## src/rtl/eth_wb_slave_arbiter.sv

```systemverilog
// Round-robin arbiter sharing the ethmac Wishbone register port between NREQ masters.
// Define ETH_ARB_TIMEOUT_EN to add a watchdog that ends hung slave cycles with err.
module eth_wb_slave_arbiter #(
    parameter int NREQ    = 2,
    parameter int AW      = 10,
    parameter int TIMEOUT = 64
) (
    input  logic                 wb_clk_i,
    input  logic                 wb_rst_i,
    input  logic [NREQ-1:0]      req_cyc_i,
    input  logic [NREQ-1:0]      req_stb_i,
    input  logic [NREQ-1:0]      req_we_i,
    input  logic [NREQ*AW-1:0]   req_adr_i,
    input  logic [NREQ*4-1:0]    req_sel_i,
    input  logic [NREQ*32-1:0]   req_dat_i,
    output logic [31:0]          req_dat_o,
    output logic [NREQ-1:0]      req_ack_o,
    output logic [NREQ-1:0]      req_err_o,
    output logic                 s_cyc_o,
    output logic                 s_stb_o,
    output logic                 s_we_o,
    output logic [AW-1:0]        s_adr_o,
    output logic [3:0]           s_sel_o,
    output logic [31:0]          s_dat_o,
    input  logic [31:0]          s_dat_i,
    input  logic                 s_ack_i,
    input  logic                 s_err_i,
    output logic [NREQ-1:0]      gnt_o,
    output logic                 timeout_o
);

    localparam int IW = (NREQ > 1) ? $clog2(NREQ) : 1;

    if ((NREQ < 2) || (NREQ > 4) || (TIMEOUT < 2)) begin : g_cfg_check
        $error("eth_wb_slave_arbiter: NREQ must be 2..4 and TIMEOUT >= 2");
    end

    typedef enum logic [1:0] {IDLE = 2'd0, BUS = 2'd1, RELEASE = 2'd2} state_t;

    state_t          state_q, state_d;
    logic [IW-1:0]   cur_q, ptr_q, ptr_inc, start, win;
    logic [NREQ-1:0] pend, pend_eff;
    logic            any_pend, grant, abort, term, term_ack, to_hit, to_fire;

    function automatic logic [NREQ-1:0] onehot(input logic [IW-1:0] idx);
        logic [NREQ-1:0] v;
        v      = '0;
        v[idx] = 1'b1;
        return v;
    endfunction

    // Lowest offset from s wins; scanning downward lets the nearest hit overwrite.
    function automatic logic [IW-1:0] rr_pick(input logic [NREQ-1:0] p, input logic [IW-1:0] s);
        logic [IW-1:0] pick;
        int            j;
        pick = s;
        for (int i = NREQ - 1; i >= 0; i--) begin
            j = int'(s) + i;
            if (j >= NREQ) j -= NREQ;
            if (p[j]) pick = IW'(j);
        end
        return pick;
    endfunction

`ifdef ETH_ARB_TIMEOUT_EN
    localparam int CW = $clog2(TIMEOUT);
    logic [CW-1:0] cnt_q;

    assign to_hit = (state_q == BUS) && (cnt_q == CW'(TIMEOUT - 1));

    always_ff @(posedge wb_clk_i) begin
        if (wb_rst_i || state_q != BUS) cnt_q <= '0;
        else                            cnt_q <= cnt_q + CW'(1);
    end
`else
    assign to_hit = 1'b0;
`endif

    assign ptr_inc = (cur_q == IW'(NREQ - 1)) ? '0 : cur_q + IW'(1);

    always_comb begin
        pend     = req_cyc_i & req_stb_i;
        start    = ptr_q;
        pend_eff = pend;
        // Leaving a transfer: the previous owner goes last and is skipped entirely,
        // so a master still holding stb in its ack cycle is not granted twice.
        if (state_q == RELEASE) begin
            start    = ptr_inc;
            pend_eff = pend & ~onehot(cur_q);
        end
        any_pend = |pend_eff;
        win      = rr_pick(pend_eff, start);
        abort    = ~req_cyc_i[cur_q];
        term     = s_ack_i | s_err_i | to_hit;
        term_ack = s_ack_i & ~s_err_i;
        to_fire  = to_hit & ~s_ack_i & ~s_err_i;
        grant    = 1'b0;
        state_d  = state_q;
        case (state_q)
            IDLE: begin
                if (any_pend) begin
                    grant   = 1'b1;
                    state_d = BUS;
                end
            end
            BUS: begin
                if (abort || term) state_d = RELEASE;
            end
            RELEASE: begin
                grant   = any_pend;
                state_d = any_pend ? BUS : IDLE;
            end
            default: state_d = IDLE;
        endcase
    end

    always_ff @(posedge wb_clk_i) begin
        if (wb_rst_i) begin
            state_q   <= IDLE;
            cur_q     <= '0;
            ptr_q     <= '0;
            gnt_o     <= '0;
            s_cyc_o   <= 1'b0;
            s_stb_o   <= 1'b0;
            s_we_o    <= 1'b0;
            s_adr_o   <= '0;
            s_sel_o   <= '0;
            s_dat_o   <= '0;
            req_ack_o <= '0;
            req_err_o <= '0;
            req_dat_o <= '0;
            timeout_o <= 1'b0;
        end else begin
            state_q   <= state_d;
            req_ack_o <= '0;
            req_err_o <= '0;
            timeout_o <= 1'b0;
            if (state_q == RELEASE) ptr_q <= ptr_inc;
            if (grant) begin
                cur_q   <= win;
                gnt_o   <= onehot(win);
                s_cyc_o <= 1'b1;
                s_stb_o <= 1'b1;
                s_we_o  <= req_we_i[win];
                s_adr_o <= req_adr_i[int'(win)*AW +: AW];
                s_sel_o <= req_sel_i[int'(win)*4 +: 4];
                s_dat_o <= req_dat_i[int'(win)*32 +: 32];
            end else if (state_q == BUS && (abort || term)) begin
                gnt_o   <= '0;
                s_cyc_o <= 1'b0;
                s_stb_o <= 1'b0;
                // An aborting master has gone away, so it gets no termination.
                if (!abort) begin
                    if (term_ack) begin
                        req_ack_o <= onehot(cur_q);
                        if (!s_we_o) req_dat_o <= s_dat_i;
                    end else begin
                        req_err_o <= onehot(cur_q);
                    end
                    timeout_o <= to_fire;
                end
            end
        end
    end

endmodule

```

## config.mk

```make
export PLATFORM = sky130hd
export DESIGN_NAME = eth_wb_slave_arbiter
export DESIGN_NICKNAME = d
export VERILOG_FILES = /design/src/rtl/eth_wb_slave_arbiter.sv
export SDC_FILE = /design/constraint.sdc
export NUM_CORES = 1
export LEC_CHECK = 0
export CAP_MARGIN = 40
export CORE_MARGIN = 8
export CORE_UTILIZATION = 39
export CTS_CLUSTER_DIAMETER = 30
export DETAILED_ROUTE_END_ITERATION = 8
export GPL_TIMING_DRIVEN = 0
export PLACE_DENSITY = 0.95
export SETUP_SLACK_MARGIN = 0.15
export SYNTH_ARGS = -nofsm -noshare
export SYNTH_HDL_FRONTEND = slang
export SYNTH_SLANG_ARGS = --single-unit
```

## constraint.sdc

```tcl
create_clock -name wb_clk_i -period 4.1 [get_ports wb_clk_i]
set_input_delay 0.615 -clock wb_clk_i [delete_from_list [all_inputs] [get_ports wb_clk_i]]
set_output_delay 0.615 -clock wb_clk_i [all_outputs]
set_load 0.02 [all_outputs]
```

==> results of run 1 <==
-- layout by cell type (no fill, tap or decap), types with 2 or more instances in the layout --
| master | n |
|---|---|
| and2_1 | 41 |
| nor3_1 | 3 |
| nand2b_1 | 4 |
| clkbuf_8 | 9 |
| nor4_2 | 2 |
| nor2_1 | 7 |
| clkbuf_1 | 12 |
| nor2b_1 | 3 |
| buf_6 | 2 |
| and2_0 | 7 |
| a31o_2 | 2 |
| buf_2 | 10 |
| dfxtp_1 | 90 |
| nand2_1 | 66 |
| clkdlybuf4s50_1 | 220 |
| buf_4 | 3 |
| clkinvlp_4 | 4 |
| a221o_1 | 47 |
| clkbuf_2 | 2 |
| or3_1 | 3 |
| a21oi_1 | 34 |
-- registers in the layout (all words and copies together) (netlist names), 2 cells and up --
name	cells
req_dat_o	32
gnt_o	2
s_adr_o	10
req_ack_o	2
req_err_o	2
state_q	2
s_dat_o	32
s_sel_o	4
-- metrics by stage --
stage          hold WS [ns]  power [mW]  util [%]  instance area, um2  setup WS, ns
3_3_place_gp         0.4410       1.355     66.93                5723         1.320
5_1_grt              0.4823       1.955     68.93                5894         1.484
6_report             0.4577       1.876     68.93                5894         1.666
3_5_place_dp         0.4457       1.368     66.93                5723         1.300
4_1_cts              0.4570       1.893     68.93                5894         1.641
2_1_floorplan        0.4621       1.113         -                3386         2.235
-- cells by family after synthesis --
kind of cell	after synthesis
other	1
muxes	1
buffers and inverters	29
DFF	90
AOI/OAI and AO/OA	88
and+or+nand+nor	140
-- worst reg2reg max path: stages (launching register included) --
cell and delay (ns):
dfxtp_1 0.47, nor2b_1 0.12, or3_1 0.37, a311oi_2 0.44, buf_4 0.27, buf_6 0.16
a221o_1 0.15
-- worst paths after layout --
path | cells past startpoint | end | from | slack (ns)
max | 7 | s_adr_o[9] | req_cyc_i[1] | 1.67
min | 2 | req_dat_o[14] | req_dat_o[14] | 0.46
max reg2reg | 6 | s_dat_o[5] | cur_q | 2.08
min reg2reg | 2 | req_dat_o[14] | req_dat_o[14] | 0.46
-- synth_stat cells, drive strengths merged --
library cell	count	area share, %
o311ai	1	0.26
nand2b	4	0.74
nor4bb	1	0.30
o21ai	1	0.15
or4	1	0.22
a31o	2	0.52
inv	1	0.11
o32ai	1	0.48
nand3b	1	0.22
nor2b	3	0.55
nand2	66	7.3
and2	48	8.9
or3	3	0.55
nor2	7	0.78
a221o	47	14
nor3	3	0.44
clkbuf	13	1.5
conb	1	0.11
nor4	3	0.92
mux2i	1	0.30
o2bb2ai	1	0.26
buf	15	2.8
a311oi	1	0.44
a21oi	34	5.0
dfxtp	90	53
-- final cells by class --
class / instances / area (um2)
Inverter: 1 / 3.754
Clock inverter: 6 / 43.79
Buffer: 28 / 146.4
Fill cell: 634 / 2656
Multi-Input combinational cell: 230 / 1434
Clock buffer: 10 / 127.6
Tap cell: 108 / 135.1
Timing Repair Buffer: 220 / 2202
Sequential cell: 90 / 1802
-- power by group --
part | internal (mW) | switching [mW] | leakage (nW) | total [mW]
sequential | 0.920 | 0.0302 | 0.734 | 0.951
clock | 0.220 | 0.309 | 0.0745 | 0.529
combinational | 0.236 | 0.161 | 1.35 | 0.396
total | 1.38 | 0.500 | 2.16 | 1.88
-- per-layer routing --
metal	part of all wire (%)	global-route usage (%)	wire length, um
met5	0	0	0
met4	1.8	7.136	226
met3	11	8.215	1335
met2	51	36.70	6295
met1	36	19.37	4414
==> results.md, run 1 <==
- # setup viols final: 0
- Clock Skew: 0.009528 ns
- Global-route wire length before repair: approximately 19,000 um
- Worst Path Required: 4.39 ns
- Port bufs: 220
- Syn Nets: around 480
- Vias: between 3,000 and 4,000
- DR WL/cell: 17.71 um
- Leak pwr: approximately 2.2 nW
- Vias in the first global route: ~3,900
- CP delay by family, top: buffers and inverters
- Crit path max-delay cell type: clkdlybuf4s50_1
- Clock-pin slew on the worst setup and hold paths: 0.09 ns
- Power density cells: 318.3 nW/um2
- Count of final hold-check violations: 0
- Aggregate global routing overflow: 0
- Max-cap violations: 0
- Antenna-violating nets left: 0
- Post-layout minimum cycle time: between 2 and 2.5 ns
- Final Max Tran Viols: 0
- Largest family of logic cells by synthesized area: compound AO/OA/AOI/OAI gates
- Final std cells w/o fill: 693
- Drt first pass iters: 4
- Sink Count: 90
- F_max: about 410 MHz
- Synthesized flop and latch total: 90
- CTS-repair resized insts: 0
- Least-Margin Pin Slew: roughly 0.83 ns
- Slew HR: ~44%
- Initial DRC count: about 130
- Synthesized area per cell: 9.701 um2
- DRC Markers: 0
- CTS tree: yes
- Placed cells: roughly 680
- Tcrit/Tclk final: about three fifths
- Peak supply drop: 0.1795 mV
- Row Count: 34
- Post-CTS Setup Repair Bufs: 0
- HP Class: reg2reg
- Setup crit start kind: input port
- N_diodes: 0
- H-Tree Depth: 3
- Compound-cell area share of the yosys netlist: 21.03%
- Highest cell delay on the worst timing path: about 0.58 ns
- Die outline height: 109.2 um
- Sequential share of the synthesized area: between 50% and 60%
- Layout cell share with drive strength beyond 1: under 10%
- Post-synthesis xor/xnor area fraction: 0%
- Worst-path fanout max: 10
- Die W: between 100 and 150 um
- Clk root buf: clkbuf_8
- Detailed Route WL: 12,270 um
- CTS max path bufs: 2
- Quantity of hold-fixing buffers added after cts: 0
- Largest net degree at the start of global routing: 16
- GPL Wtd Cong: between 0.8 and 0.9
- Synth Area in Simple Gates: roughly a fifth
- Number of buffers created by CTS: 9
- Mapped Area: 3386 um2
- Fraction of synthesized area in multiplexers: less than 1%
- Fin nets: ~710
- Total GRT Usage: 19.84%
- Area share of fa/ha/maj cells after synthesis: 0%
- Critical path buffer and inverter count: 3
- Clk Latency, worst-skew pair: 0.34 ns
- Initial antenna violation count: 0
- Vias per cell: ~5
- Yosys synthesis warning count: 0
- Number of top-level pins: 222
- Critical path type: in2reg
- Netlist cell types: 30
- Crit path DAT: 2.72 ns
- Critical Path End Type: register
- Synthesized instance count: between 300 and 400
- Die Area: ~12,000 um2
- Initial Util: 39.60%
- RSZ-0062 raised after global routing: false
- Status: completed
- Fin Setup TNS: 0 ns
- Crit-path cells: clkdlybuf4s50_1, nand3b_1, nor4_2, clkbuf_1, clkbuf_2, and2_1, a221o_1
- Core Area: ~8600 um2
- DPL Wire Length: about 10,000 um
- Area Growth Syn to Fin: 74.09%
(Power assumes the default switching activity.)
==> run 2: changes to the inputs <==
--- a/config.mk
+++ b/config.mk
@@ -7,11 +7,11 @@
 export LEC_CHECK = 0
 export CAP_MARGIN = 40
 export CORE_MARGIN = 8
-export CORE_UTILIZATION = 39
+export CORE_UTILIZATION = 32
 export CTS_CLUSTER_DIAMETER = 30
 export DETAILED_ROUTE_END_ITERATION = 8
 export GPL_TIMING_DRIVEN = 0
-export PLACE_DENSITY = 0.95
+export PLACE_DENSITY = 0.87
 export SETUP_SLACK_MARGIN = 0.15
 export SYNTH_ARGS = -nofsm -noshare
 export SYNTH_HDL_FRONTEND = slang
==> constraint.sdc (replaced) <==
create_clock -name wb_clk_i -period 2 [get_ports wb_clk_i]
set_input_delay 0.3 -clock wb_clk_i [delete_from_list [all_inputs] [get_ports wb_clk_i]]
set_output_delay 0.3 -clock wb_clk_i [all_outputs]
set_load 0.02 [all_outputs]
==> run 2 against run 1 <==
Effect of this change: count of clock-buffer cells in the layout increased by 2; wire length increased by 0.32%; via count decreased by 1.4%; largest power group unchanged; combinational power increased by 110%; critical path depth unchanged; highest routed layer unchanged; die area increased by 19%; setup slack got worse by 1.5 ns.
==> results.md, run 2 (same netlist as run 1, synthesis figures left out) <==
- Capturing point of the worst reg2reg path: s_adr_o[7]
- Worst R2R Path Depth: 7
- Setup crit start kind: register
- Least-Margin Pin Slew: roughly 0.85 ns
- Crit-path cells: nor4bb_4, nor4_4, buf_4, buf_4, clkbuf_4, and2_1, a221o_1
- Vias in the first global route: between 3,000 and 4,000
- H-Tree Depth: 3
- Worst setup margin: about 0.18 ns
- Port bufs: 220
- Number of buffers created by CTS: 9
- Clock-pin slew on the worst setup and hold paths: roughly 0.090 ns
- Clock Skew: between 0.01 and 0.015 ns
- Antenna-violating nets left: 0
- Placed instance area: roughly 5800 um2
- Placed cells: roughly 700
- Die outline height: about 120 um
- Worst-path fanout max: 10
- CP delay by family, top: simple AND/OR/NAND/NOR gates
- Hold wc startpoint: req_dat_o[14]
- DR WL/cell: about 17 um
- CTS max path bufs: 2
- Aggregate global routing overflow: 0
- Peak supply drop: ~0.42 mV
- Fin Setup TNS: 0 ns
- F_max: 549.3 MHz
- Core Area: 10,320 um2
- Area Growth Syn to Fin: 82.30%
- Largest net degree at the start of global routing: 15
- R2R setup slack: approximately 0.18 ns
- DRC Markers: 0
- Total GRT Usage: between 15 and 20%
- Final std cells w/o fill: between 700 and 800
- Post-layout minimum cycle time: 1.820 ns
- Power density cells: just under 700 nW/um2
- Commonest non-fill, non-tap cells in the layout: clkdlybuf4s50_1, dfxtp_1, nand2_1
- Row Count: 37
- Detailed Route WL: about 12,000 um
- Global-route wire length before repair: between 15,000 and 20,000 um
- Status: completed
- Sink Count: 90
- N_diodes: 0
- Crit path DAT: ~2.1 ns
- Final Max Tran Viols: 0
- Vias per cell: between 4 and 5
- GPL Wtd Cong: slightly below 0.9
- DPL Wire Length: about 9900 um
- Worst Path Required: around 2.2 ns
- Fin util: 59.79%
- CTS tree: yes
- Vias: ~3,500
- HP Class: reg2reg
- Commonest non-fill, non-tap cell in the layout: clkdlybuf4s50_1
- Post-route cell area: approximately 6000 um2
- WHS: 0.4549 ns
- Leak pwr: between 2 and 2.5 nW
- Fin nets: ~700
- Die W: approximately 120 um
- Drt first pass iters: 4
- Initial DRC count: roughly 140
- Critical Path End Type: register
- Critical path type: reg2reg
- Worst R2R Start: state_q[1]
- Hold EP: req_dat_o[14]
- Placement-stage worst setup slack: -0.5908 ns
- Count of final hold-check violations: 0
- Clk Latency, worst-skew pair: 0.34 ns
- Final Total Pwr: approximately 4.2 mW
- Initial Util: about a third
- # setup viols final: 0
- Highest cell delay on the worst timing path: about 0.38 ns
- Initial antenna violation count: 0
- RSZ-0062 raised after global routing: true
- Tcrit/Tclk final: roughly 91%
- Number of top-level pins: between 200 and 250
- Layout cell share with drive strength beyond 1: under 10%
- Regs by FF count: req_dat_o x32, s_dat_o x32, s_adr_o x10
- Max-cap violations: 0
- Clk root buf: clkbuf_8
- Fillers: around 850
- Critical path buffer and inverter count: 3
- Crit path max-delay cell type: dfxtp_4
- Most used cell, CP: buf_4
- Worst hold path cell count: 2
- Die Area: roughly 14,000 um2
- Slew HR: a little over two fifths
run 2: how the worst max path moves through the flow:
stage                 startpoint     endpoint  slack (ns)  cells after the start
finish                state_q[1]   s_adr_o[7]        0.18                      7
floorplan                  cur_q   s_adr_o[3]        0.39                      6
detailed placement  req_cyc_i[1]   s_adr_o[7]       -0.59                      7
global route          state_q[1]   s_dat_o[0]        0.10                      6
global placement    req_cyc_i[1]  s_dat_o[26]       -0.52                      7
CTS                   state_q[1]   s_adr_o[7]        0.16                      7
run 2: layer usage:
layer / global-route usage (%) / vias up / part of all wire [%]
met2: 29.35 / 177 / 49
met1: 16.79 / 1587 / 38
met4: 4.901 / 0 / 1.4
met3: 8.833 / 13 / 12
met5: 0 / - / 0
li1: - / 1711 / -
run 2: repair_timing:
item / 4_1_cts / 5_1_grt
pin swaps: 5 / 3
hold buffers: 0 / 0
buffers inserted: 4 / 2
endpoints found under the setup margin: 49 / 69
gates resized for setup: 24 / 22
run 2: power breakdown:
group / total [mW] / leakage [nW] / internal, mW / switching [mW]
Clock: 1.35 / 0.103 / 0.740 / 0.613
Combinational: 0.849 / 1.43 / 0.509 / 0.340
Sequential: 1.95 / 0.736 / 1.89 / 0.0670
Total: 4.16 / 2.27 / 3.14 / 1.02
run 2: area by class of cell:
type	count	area [um2]	share of cell area, %
timing repair buffer	226	2252	36.49
sequential	90	1809	29.31
multi-input combinational	230	1523	24.67
buffer	28	193.9	3.142
tap	136	170.2	2.757
clock buffer	12	145.1	2.352
clock inverter	4	75.07	1.216
inverter	1	3.754	0.06081
run 2: tightest hold or removal path, delay by kind of cell, from the launching register on:
kind | cells | cell delay (ns)
simple gates | 1 | 0.05
flops | 1 | 0.31
compound gates | 1 | 0.05
==> run 3: changes to the inputs <==
--- a/config.mk
+++ b/config.mk
@@ -6,6 +6,7 @@
 export NUM_CORES = 1
 export LEC_CHECK = 0
 export CAP_MARGIN = 40
+export CORE_ASPECT_RATIO = 0.9
 export CORE_MARGIN = 8
 export CORE_UTILIZATION = 32
 export CTS_CLUSTER_DIAMETER = 30
==> run 3 against run 2 <==
Effect of this change: largest power group unchanged; fmax increased by 1.4%; clock skew shrank 0.0024 ns; non-clock buffer count increased by 1; core utilization up 0.95 points; setup slack improved by 0.026 ns.
==> results.md, run 3 (same netlist as run 1, synthesis figures left out) <==
- Die outline height: 113.6 um
- Tcrit/Tclk final: approximately nine tenths
- Commonest non-fill, non-tap cells in the layout: clkdlybuf4s50_1, dfxtp_1, nand2_1
- Post-layout minimum cycle time: approximately 1.8 ns
- DRC Markers: 0
- Leak pwr: 2.324 nW
- Global-route wire length before repair: about 20,000 um
- Die Area: roughly 14,000 um2
- Fin nets: slightly above 700
- Crit-path cells: nor2b_4, or3_4, a311oi_4, buf_6, buf_8, a221o_1
- Sink Count: 90
- Power density cells: about 700 nW/um2
- Highest cell delay on the worst timing path: 0.40 ns
- Final std cells w/o fill: 720
- Critical Path End Type: register
- Least-Margin Pin Slew: between 0.7 and 0.8 ns
- Quantity of hold-fixing buffers added after cts: 0
- Vias in the first global route: between 3,000 and 4,000
- Number of top-level pins: between 200 and 250
- Die W: 124.4 um
- Final Total Pwr: ~4.5 mW
- Capturing point of the worst reg2reg path: s_dat_o[3]
- Vias: 3,532
- Placed cells: around 700
- RSZ-0062 raised after global routing: true
- Worst setup margin: around 0.21 ns
- DPL Wire Length: 10,190 um
- Core Area: 10,290 um2
- R2R setup slack: roughly 0.2 ns
- GPL Wtd Cong: 0.7747
- Fin util: between 60% and 70%
- Status: completed
- Row Count: 35
- Clock-pin slew on the worst setup and hold paths: ~0.060 ns
- Hold EP: req_dat_o[2]
- Setup crit start kind: register
- Clk Latency, worst-skew pair: between 0.3 and 0.4 ns
- Number of buffers created by CTS: 9
- Worst hold path cell count: 2
- Drt first pass iters: 4
- Max-cap violations: 0
- Crit path max-delay cell type: a311oi_4
- Peak supply drop: ~0.43 mV
- Regs by FF count: req_dat_o x32, s_dat_o x32, s_adr_o x10
- Commonest non-fill, non-tap cell in the layout: clkdlybuf4s50_1
- Placement-stage worst setup slack: -0.5747 ns
- CTS max path bufs: 2
- Slew HR: 48.81%
- Initial DRC count: 151
- Aggregate global routing overflow: 0
- Critical path type: reg2reg
- Count of final hold-check violations: 0
- DR WL/cell: approximately 18 um
- Port bufs: 220
- Final Max Tran Viols: 0
- # setup viols final: 0
- Area Growth Syn to Fin: 84.63%
- Initial antenna violation count: 0
- Antenna-violating nets left: 0
- F_max: 557.3 MHz
- Total GRT Usage: about 17%
- Clock Skew: approximately 0.0095 ns
- Layout cell share with drive strength beyond 1: a little under a tenth
- HP Class: reg2reg
- Fin Setup TNS: 0 ns
- Initial Util: about a third
- Crit path DAT: 2.06 ns
- CTS tree: yes
- N_diodes: 0
- Vias per cell: around 4.9
- Largest net degree at the start of global routing: 15
- Worst R2R Path Depth: 6
- Hold wc startpoint: req_dat_o[2]
- Worst R2R Start: state_q[1]
- Clk root buf: clkbuf_16
- Detailed Route WL: 12,710 um
- Worst Path Required: 2.27 ns
- H-Tree Depth: 3
- Worst-path fanout max: 10
-- run 3: changes by cell type in the layout (fill, tap and decap cells not counted), sizes merged --
cell and change:
bufinv -1, clkinvlp +1, buf -1, clkbuf +1
dlygate4sd2 -1, dlymetal6s2s +1
-- run 3: worst max-delay path by stage --
stage	to	start	slack, ns
detailed placement	s_dat_o[26]	req_cyc_i[1]	-0.57
global placement	s_adr_o[7]	req_cyc_i[1]	-0.51
CTS	s_dat_o[26]	req_stb_i[1]	0.16
global route	s_dat_o[1]	state_q[1]	0.12
floorplan	s_adr_o[3]	cur_q	0.39
finish	s_dat_o[3]	state_q[1]	0.21
-- run 3: timing repair --
action / in CTS / in global routing
setup endpoints to repair: 78 / 80
setup buffers: 6 / 1
resized for setup: 21 / 13
gates cloned: 0 / 1
pin swaps: 4 / 5
-- run 3: through the flow --
step,area (um2),hold WS (ns)
detailed placement,5753,0.4477
floorplan,3386,0.4360
global placement,5749,0.4408
global route,6251,0.4766
finish,6251,0.4539
CTS,6185,0.4421
-- run 3: layout make-up --
| class | count | area (um2) |
|---|---|---|
| tap | 129 | 161.4 |
| buffer | 26 | 175.2 |
| inverter | 1 | 3.754 |
| clock buffer | 11 | 242.7 |
| timing repair buffer | 229 | 2301 |
| multi-input combinational | 230 | 1506 |
| sequential | 90 | 1808 |
| fill | 863 | 4040 |
| clock inverter | 4 | 52.55 |
-- run 3: routing by layer --
metal / vias to the layer above / share of wire (%) / routed length (um) / global-route usage, %
li1: 1712 / - / - / -
met1: 1608 / 38 / 4840 / 16.95
met2: 193 / 49 / 6184 / 30.40
met3: 19 / 12 / 1478 / 8.577
met4: 0 / 1.6 / 202 / 5.854
met5: - / 0 / 0 / 0
-- run 3: where the power goes --
group          switching, mW  internal (mW)  total (mW)
Clock                  0.668          0.996        1.66
Combinational          0.339          0.512       0.851
Sequential            0.0652           1.89        1.95
Total                   1.07           3.40        4.47
-- run 3: critical path: cells and delay by family, from the launching register on --
| kind | cells | cell delay (ns) |
|---|---|---|
| buf+inv | 2 | 0.34 |
| flops | 1 | 0.37 |
| compound gates | 2 | 0.54 |
| simple gates | 2 | 0.50 |
